--- src/rtl/axil_rd_master.sv ---
// axil_rd_master: single-outstanding AXI4-Lite read master.
// A local request (req_valid/req_addr) is turned into one AR/R transaction and
// the returned data/response is presented on rsp_* until the consumer takes it.
// Optional DATA-state watchdog: define AXIL_RD_TIMEOUT_EN to compile in an 8-bit
// wait counter that ends a silent read with SLVERR after TIMEOUT_CYCLES.
module axil_rd_master #(
  parameter int DATA_WIDTH     = 32,
  parameter int ADDR_WIDTH     = 6,
  parameter int TIMEOUT_CYCLES = 16
) (
  input  logic                  CLK,
  input  logic                  RST,
  input  logic                  req_valid,
  output logic                  req_ready,
  input  logic [ADDR_WIDTH-1:0] req_addr,
  output logic                  rsp_valid,
  input  logic                  rsp_ready,
  output logic [DATA_WIDTH-1:0] rsp_data,
  output logic [1:0]            rsp_resp,
  output logic                  ARVALID,
  output logic [ADDR_WIDTH-1:0] ARADDR,
  input  logic                  ARREADY,
  input  logic                  RVALID,
  input  logic [DATA_WIDTH-1:0] RDATA,
  input  logic [1:0]            RRESP,
  output logic                  RREADY
);

  typedef enum logic [1:0] {
    IDLE = 2'd0,
    ADDR = 2'd1,
    DATA = 2'd2,
    RESP = 2'd3
  } state_t;

  state_t state;

  // The wait counter is 8 bits wide, so the limit must fit and leave room for
  // at least one real DATA cycle before expiry.
  if (TIMEOUT_CYCLES < 2 || TIMEOUT_CYCLES > 255) begin : g_bad_timeout
    $error("axil_rd_master: TIMEOUT_CYCLES must be in 2..255");
  end

`ifdef AXIL_RD_TIMEOUT_EN
  localparam logic [7:0] TIMEOUT_LIMIT = 8'(TIMEOUT_CYCLES);
  localparam logic [1:0] RESP_SLVERR   = 2'b10;

  logic [7:0] timeout_count;
  logic [7:0] timeout_next;

  assign timeout_next = timeout_count + 8'd1;
`endif

  // Transaction FSM; every handshake output is a register that flips together
  // with the state, so exactly one of req_ready/ARVALID/RREADY/rsp_valid is high.
  always_ff @(posedge CLK or posedge RST) begin
    if (RST) begin
      state     <= IDLE;
      req_ready <= 1'b1;
      ARVALID   <= 1'b0;
      RREADY    <= 1'b0;
      rsp_valid <= 1'b0;
      ARADDR    <= '0;
      rsp_data  <= '0;
      rsp_resp  <= 2'b00;
`ifdef AXIL_RD_TIMEOUT_EN
      timeout_count <= 8'd0;
`endif
    end else begin
      unique case (state)
        IDLE: begin
          if (req_valid) begin
            ARADDR    <= req_addr;
            req_ready <= 1'b0;
            ARVALID   <= 1'b1;
            state     <= ADDR;
          end
        end
        ADDR: begin
          if (ARREADY) begin
            ARVALID <= 1'b0;
            RREADY  <= 1'b1;
            state   <= DATA;
`ifdef AXIL_RD_TIMEOUT_EN
            timeout_count <= 8'd0;
`endif
          end
        end
        DATA: begin
          if (RVALID) begin
            rsp_data  <= RDATA;
            rsp_resp  <= RRESP;
            RREADY    <= 1'b0;
            rsp_valid <= 1'b1;
            state     <= RESP;
          end
`ifdef AXIL_RD_TIMEOUT_EN
          else if (timeout_next == TIMEOUT_LIMIT) begin
            timeout_count <= timeout_next;
            rsp_data      <= '0;
            rsp_resp      <= RESP_SLVERR;
            RREADY        <= 1'b0;
            rsp_valid     <= 1'b1;
            state         <= RESP;
          end else begin
            timeout_count <= timeout_next;
          end
`endif
        end
        RESP: begin
          if (rsp_ready) begin
            rsp_valid <= 1'b0;
            req_ready <= 1'b1;
            state     <= IDLE;
          end
        end
        default: begin
          req_ready <= 1'b1;
          ARVALID   <= 1'b0;
          RREADY    <= 1'b0;
          rsp_valid <= 1'b0;
          state     <= IDLE;
        end
      endcase
    end
  end

endmodule

--- config.mk ---
export PLATFORM = sky130hd
export DESIGN_NAME = axil_rd_master
export DESIGN_NICKNAME = d
export VERILOG_FILES = /design/src/rtl/axil_rd_master.sv
export SDC_FILE = /design/constraint.sdc
export NUM_CORES = 1
export LEC_CHECK = 0
export ABC_AREA = 0
export BUFFER_PORTS_ARGS = -buffer_cell sky130_fd_sc_hd__buf_2
export CAP_MARGIN = 10
export CELL_PAD_IN_SITES_DETAIL_PLACEMENT = 0
export CELL_PAD_IN_SITES_GLOBAL_PLACEMENT = 1
export CORE_MARGIN = 4
export CORE_UTILIZATION = 35
export DETAILED_ROUTE_END_ITERATION = 8
export PLACE_DENSITY = 0.77
export SLEW_MARGIN = 20
export SYNTH_ARGS = -nofsm -noshare
export SYNTH_HDL_FRONTEND = slang
export SYNTH_SLANG_ARGS = --single-unit
--- constraint.sdc ---
create_clock -name CLK -period 1.85 [get_ports CLK]
set_input_delay 0.37 -clock CLK [delete_from_list [all_inputs] [get_ports CLK]]
set_output_delay 0.37 -clock CLK [all_outputs]
set_load 0.02 [all_outputs]
---- After elaboration in Yosys (flattened, before gate mapping) ----
Cells that the tools add are included.
word-level totals
  logic and storage cells ................. 44
  input port bits ......................... 46
  output and inout bits ................... 44
  flip-flop bits (word level) ............. 46
cells by class
  equal/unequal tests ..................... 7
  reductions and logical operators ........ 12
  muxes and demuxes ....................... 17
operator list
  cell                                                  number
  AND reduction 3 bit                                   4
  two-way mux 1 bit                                     8
  two-way mux 2 bit                                     4
  != test 2 bit (second input constant)                 4
  one-hot mux 1 bit (2 select lines)                    4
  one-hot mux 2 bit (4 select lines)                    1
  nonzero test 2 bit                                    4
  equality test 2 bit (second input constant)           2
  AND reduction 2 bit                                   2
  AND reduction 4 bit                                   1
  equality test 2 x 1 -> 1 bit (second input constant)  1
  logical NOT 2 bit                                     1

---- Logic depth before layout (Yosys ltp) ----
  word-level depth ........................ 3
  mapped depth ............................ 5
  depth with buffers taken out ............ 5

---- Worst setup path before layout ----
No wires, ideal clock.
  path kind ............................... register -> register
  from .................................... reg state[0]
  to ...................................... reg state[1]
  clock period less this slack ............ 1.678 ns
  data arrival time ....................... 1.553 ns
  required time ........................... 1.725 ns
  setup slack ............................. 0.172 ns
  setup time .............................. 0.125 ns
  cell stages (with the launch flop) ...... 6
  buffers on the path ..................... 0
  cells stage by stage .................... dfrtp_1 > inv_1 > ha_1 > nor2b_2 > a2111oi_4 > mux2_4
on the way
  longest elaborated chain between the ends .. 3
  elaborated cells on any way between the ends .. 10
  those cells by class .................... eq/ne (7); mux (1); reduce/logical (2)
ends and longest elaborated chain
  element                                      line  source
  start: declaration                           36    state_t state;
  start signal: assignment                     58    state <= IDLE;
  start signal: assignment                     76    state <= ADDR;
  start signal: assignment                     83    state <= DATA;
  equality test 2 bit (tied with other cells)  70    unique case (state)
  != test 2 bit (no line)                      n/a
  AND reduction 4 bit (no line)                n/a
Several ways; a longest one is shown, not always the timed one.
A chain may end at the register's enable or synchronous reset.

---- Worst setup path after layout ----
Ends and elaborated chain as after synthesis.

==> impl_metrics.env <==
export IMPL_criticalPathCategory="flip-flop to flip-flop"
export IMPL_worst_path_largest_cell_delay_ns=0.40
export IMPL_row_count=26
export IMPL_power_w=0.004632
export IMPL_dieHeight_um=81.74
export IMPL_slowest_stage="dfrtp_1"
export IMPL_synth_simple_gate_area_share_pct=3.419
export IMPL_io_pins=90
export IMPL_port_buffer_count=89
export IMPL_final_nets=275
export IMPL_postLayoutCellArea_mm2=0.002544
export IMPL_grt_max_degree=35
export IMPL_path_depth=5
export IMPL_drt_iter0_drc=19
export IMPL_critPathArrivalTime_ns=1.89
export IMPL_cts_hold_buf=0
export IMPL_hold_path_class="input port to asynchronous set/reset pin"
export IMPL_async_reset_ff_share_pct=100.0
export IMPL_drv_cap=0
export IMPL_path_cells="inv_1 -> ha_1 -> nor2b_2 -> a2111oi_4 -> mux2_4"
export IMPL_fmax_ghz=0.5834
export IMPL_place_gp_congestion=0.7655
export IMPL_finalHoldViolCount=0
export IMPL_synthCells=126
export IMPL_skew_ns=0.004240
export IMPL_worstSetupStartpointType="flip-flop"
export IMPL_rrSetupSlack_ns=0.14
export IMPL_setup_viol=0
export IMPL_core_mm2=0.005205
export IMPL_maxSlewHeadroom_pct=65.87
export IMPL_antenna_cells=0
export IMPL_required_ns=2.02
export IMPL_cpLargestDelayFamily="flip-flops"
export IMPL_final_layout_size_suffix_gt1_share_pct=65.47
export IMPL_numClockSinks=46
export IMPL_viasPerCell=4.485
export IMPL_synth_avg_cell_area_um2=15.10
export IMPL_tightest_slew_ns=0.5111
export IMPL_ys_flop_type="dfrtp_1"
export IMPL_dp_final_hpwl_um=3082
export IMPL_vias=1314
export IMPL_placed_area_mm2=0.002464
export IMPL_htree_num_levels=2
export IMPL_path_clk_slew_ns=0.08
export IMPL_finalSetupTns_ns=0
export IMPL_grt_setup_unrepaired="no"
export IMPL_overflow=0
export IMPL_start_util_pct=36.56
export IMPL_powerDensity_mw_per_mm2=1821
export IMPL_synth_top_family_by_area="multiplexers"
export IMPL_wl_per_cell_um=13.59
export IMPL_drv_slew=0
export IMPL_drc_errors=0
export IMPL_cts_tree="built"
export IMPL_syn_num_nets=178
export IMPL_synth_edf_count=0
export IMPL_ys_types=21
export IMPL_fin_crit_ns=1.714
export IMPL_syn_to_final_growth_pct=33.66
export IMPL_grt_pass1_vias=1318
export IMPL_cts_inserted_buffers=5
export IMPL_cts_root_buffer="clkbuf_8"
export IMPL_cts_buffer_depth=2
export IMPL_power_leakage_nw=1.273
export IMPL_wl_um=3981
export IMPL_endpoint_kind="flip-flop"
export IMPL_status="finished, final reports clean"
export IMPL_grt_use_total_pct=12.21
export IMPL_dieArea_mm2=0.006681
export IMPL_r2r_cells=5
export IMPL_synth_fa_ha_area_share_pct=3.945
export IMPL_final_antenna_net_count=0
export IMPL_synth_compound_area_share_pct=4.274
export IMPL_die_w_um=81.74
export IMPL_clock_latency_ns=0.29
export IMPL_synthMuxAreaShare_pct=26.04
export IMPL_yosys_warnings=0
export IMPL_synth_xor_area_share_pct=0
export IMPL_grt_pass1_wl_um=6175
export IMPL_crit_buf_inv=1
export IMPL_firstDrtPassIters=4
export IMPL_period_share_pct=92.65
export IMPL_max_vdd_ir_drop_mv=0.7048
export IMPL_crit_fanout=4
export IMPL_antenna_found_initial=0
export IMPL_yosysSeqAreaShare_pct=60.55
export IMPL_post_cts_resized=0
export IMPL_syn_area_mm2=0.001903
export IMPL_cts_setup_buffers=0
export IMPL_ys_seq_elements=46
## cells in the mapped netlist (2+ instances only)
master	count	share of area (%)
nor2b_1	2	0.66
nor2_1	3	0.59
mux2_2	40	24
inv_1	5	0.99
mux2i_1	3	1.6
dfrtp_1	45	59
nand2_1	4	0.79
buf_2	3	0.79
ha_1	6	3.9
a21oi_1	4	1.1
## power breakdown
group	internal [W]	switching, W	total [W]	leakage (nW)
registers	0.00153	0.000246	0.00177	0.538
logic	0.00103	0.00126	0.00229	0.698
clock network	0.000259	0.000313	0.000572	0.0373
## layout make-up
type	instances	area [um^2]
Fill cell	507	2661
Sequential cell	46	1152
Multi-Input combinational cell	72	716.9
Timing Repair Buffer	93	488.0
Tap cell	70	87.58
Clock buffer	6	72.57
Inverter	5	18.77
Clock inverter	1	7.507
## final timing paths
kind / start / to
worst max register to register: state[0] / state[1]
worst max-delay path: state[0] / state[1]
worst min register to register: ARADDR[5] / ARADDR[5]
min in group CLK: RDATA[1] / rsp_data[1]
worst min-delay path: RST / rsp_data[22]
max in group asynchronous: RST / rsp_data[11]
## logic make-up (layout without fill, tap and decap cells)
logic type | count (synthesis) | after routing
flops | 46 | 46
simple gates | 13 | 13
buf+inv | 8 | 105
fa+ha+maj | 6 | 6
mux | 44 | 44
compound gates | 9 | 9
## metal layers
| metal | share of wire (%) | wire length [um] | vias up | global-route usage [%] |
|---|---|---|---|---|
| li1 | - | - | 632 | - |
| met1 | 43 | 1698 | 624 | 14.85 |
| met2 | 47 | 1886 | 56 | 19.31 |
| met3 | 9.5 | 377 | 2 | 5.811 |
| met4 | 0.48 | 19 | 0 | 3.488 |
| met5 | 0 | 0 | - | 0 |
## registers in the layout (all words and copies together), names as in the netlist
name	cells
state	2
RREADY	1
rsp_valid	1
rsp_data	32
ARVALID	1
req_ready	1
ARADDR	6
rsp_resp	2
## placed cells by master (no fill, tap or decap), types with 2 or more instances in the layout
cell / Yosys / final
a21oi_1: 4 / 4
buf_2: 3 / 89
buf_4: 0 / 3
clkbuf_8: 0 / 5
dfrtp_1: 45 / 45
ha_1: 6 / 6
inv_1: 5 / 4
mux2_2: 40 / 40
mux2i_1: 3 / 3
nand2_1: 4 / 4
nor2_1: 3 / 3
nor2b_1: 2 / 2
## through the flow
| step | hold slack [ns] | instances | utilization, % | setup slack (ns) |
|---|---|---|---|---|
| 6_report | 0.09986 | 293 | 48.87 | 0.1360 |
| 5_1_grt | 0.1322 | 293 | 48.87 | 0.03264 |
| 4_1_cts | 0.1204 | 293 | 48.87 | 0.1201 |
| 3_5_place_dp | 0.4407 | 286 | 47.33 | 0.1437 |
| 3_3_place_gp | 0.4513 | 286 | 47.33 | 0.1768 |
| 2_1_floorplan | 0.5206 | 126 | - | 0.1722 |
(Power assumes the default switching activity.)
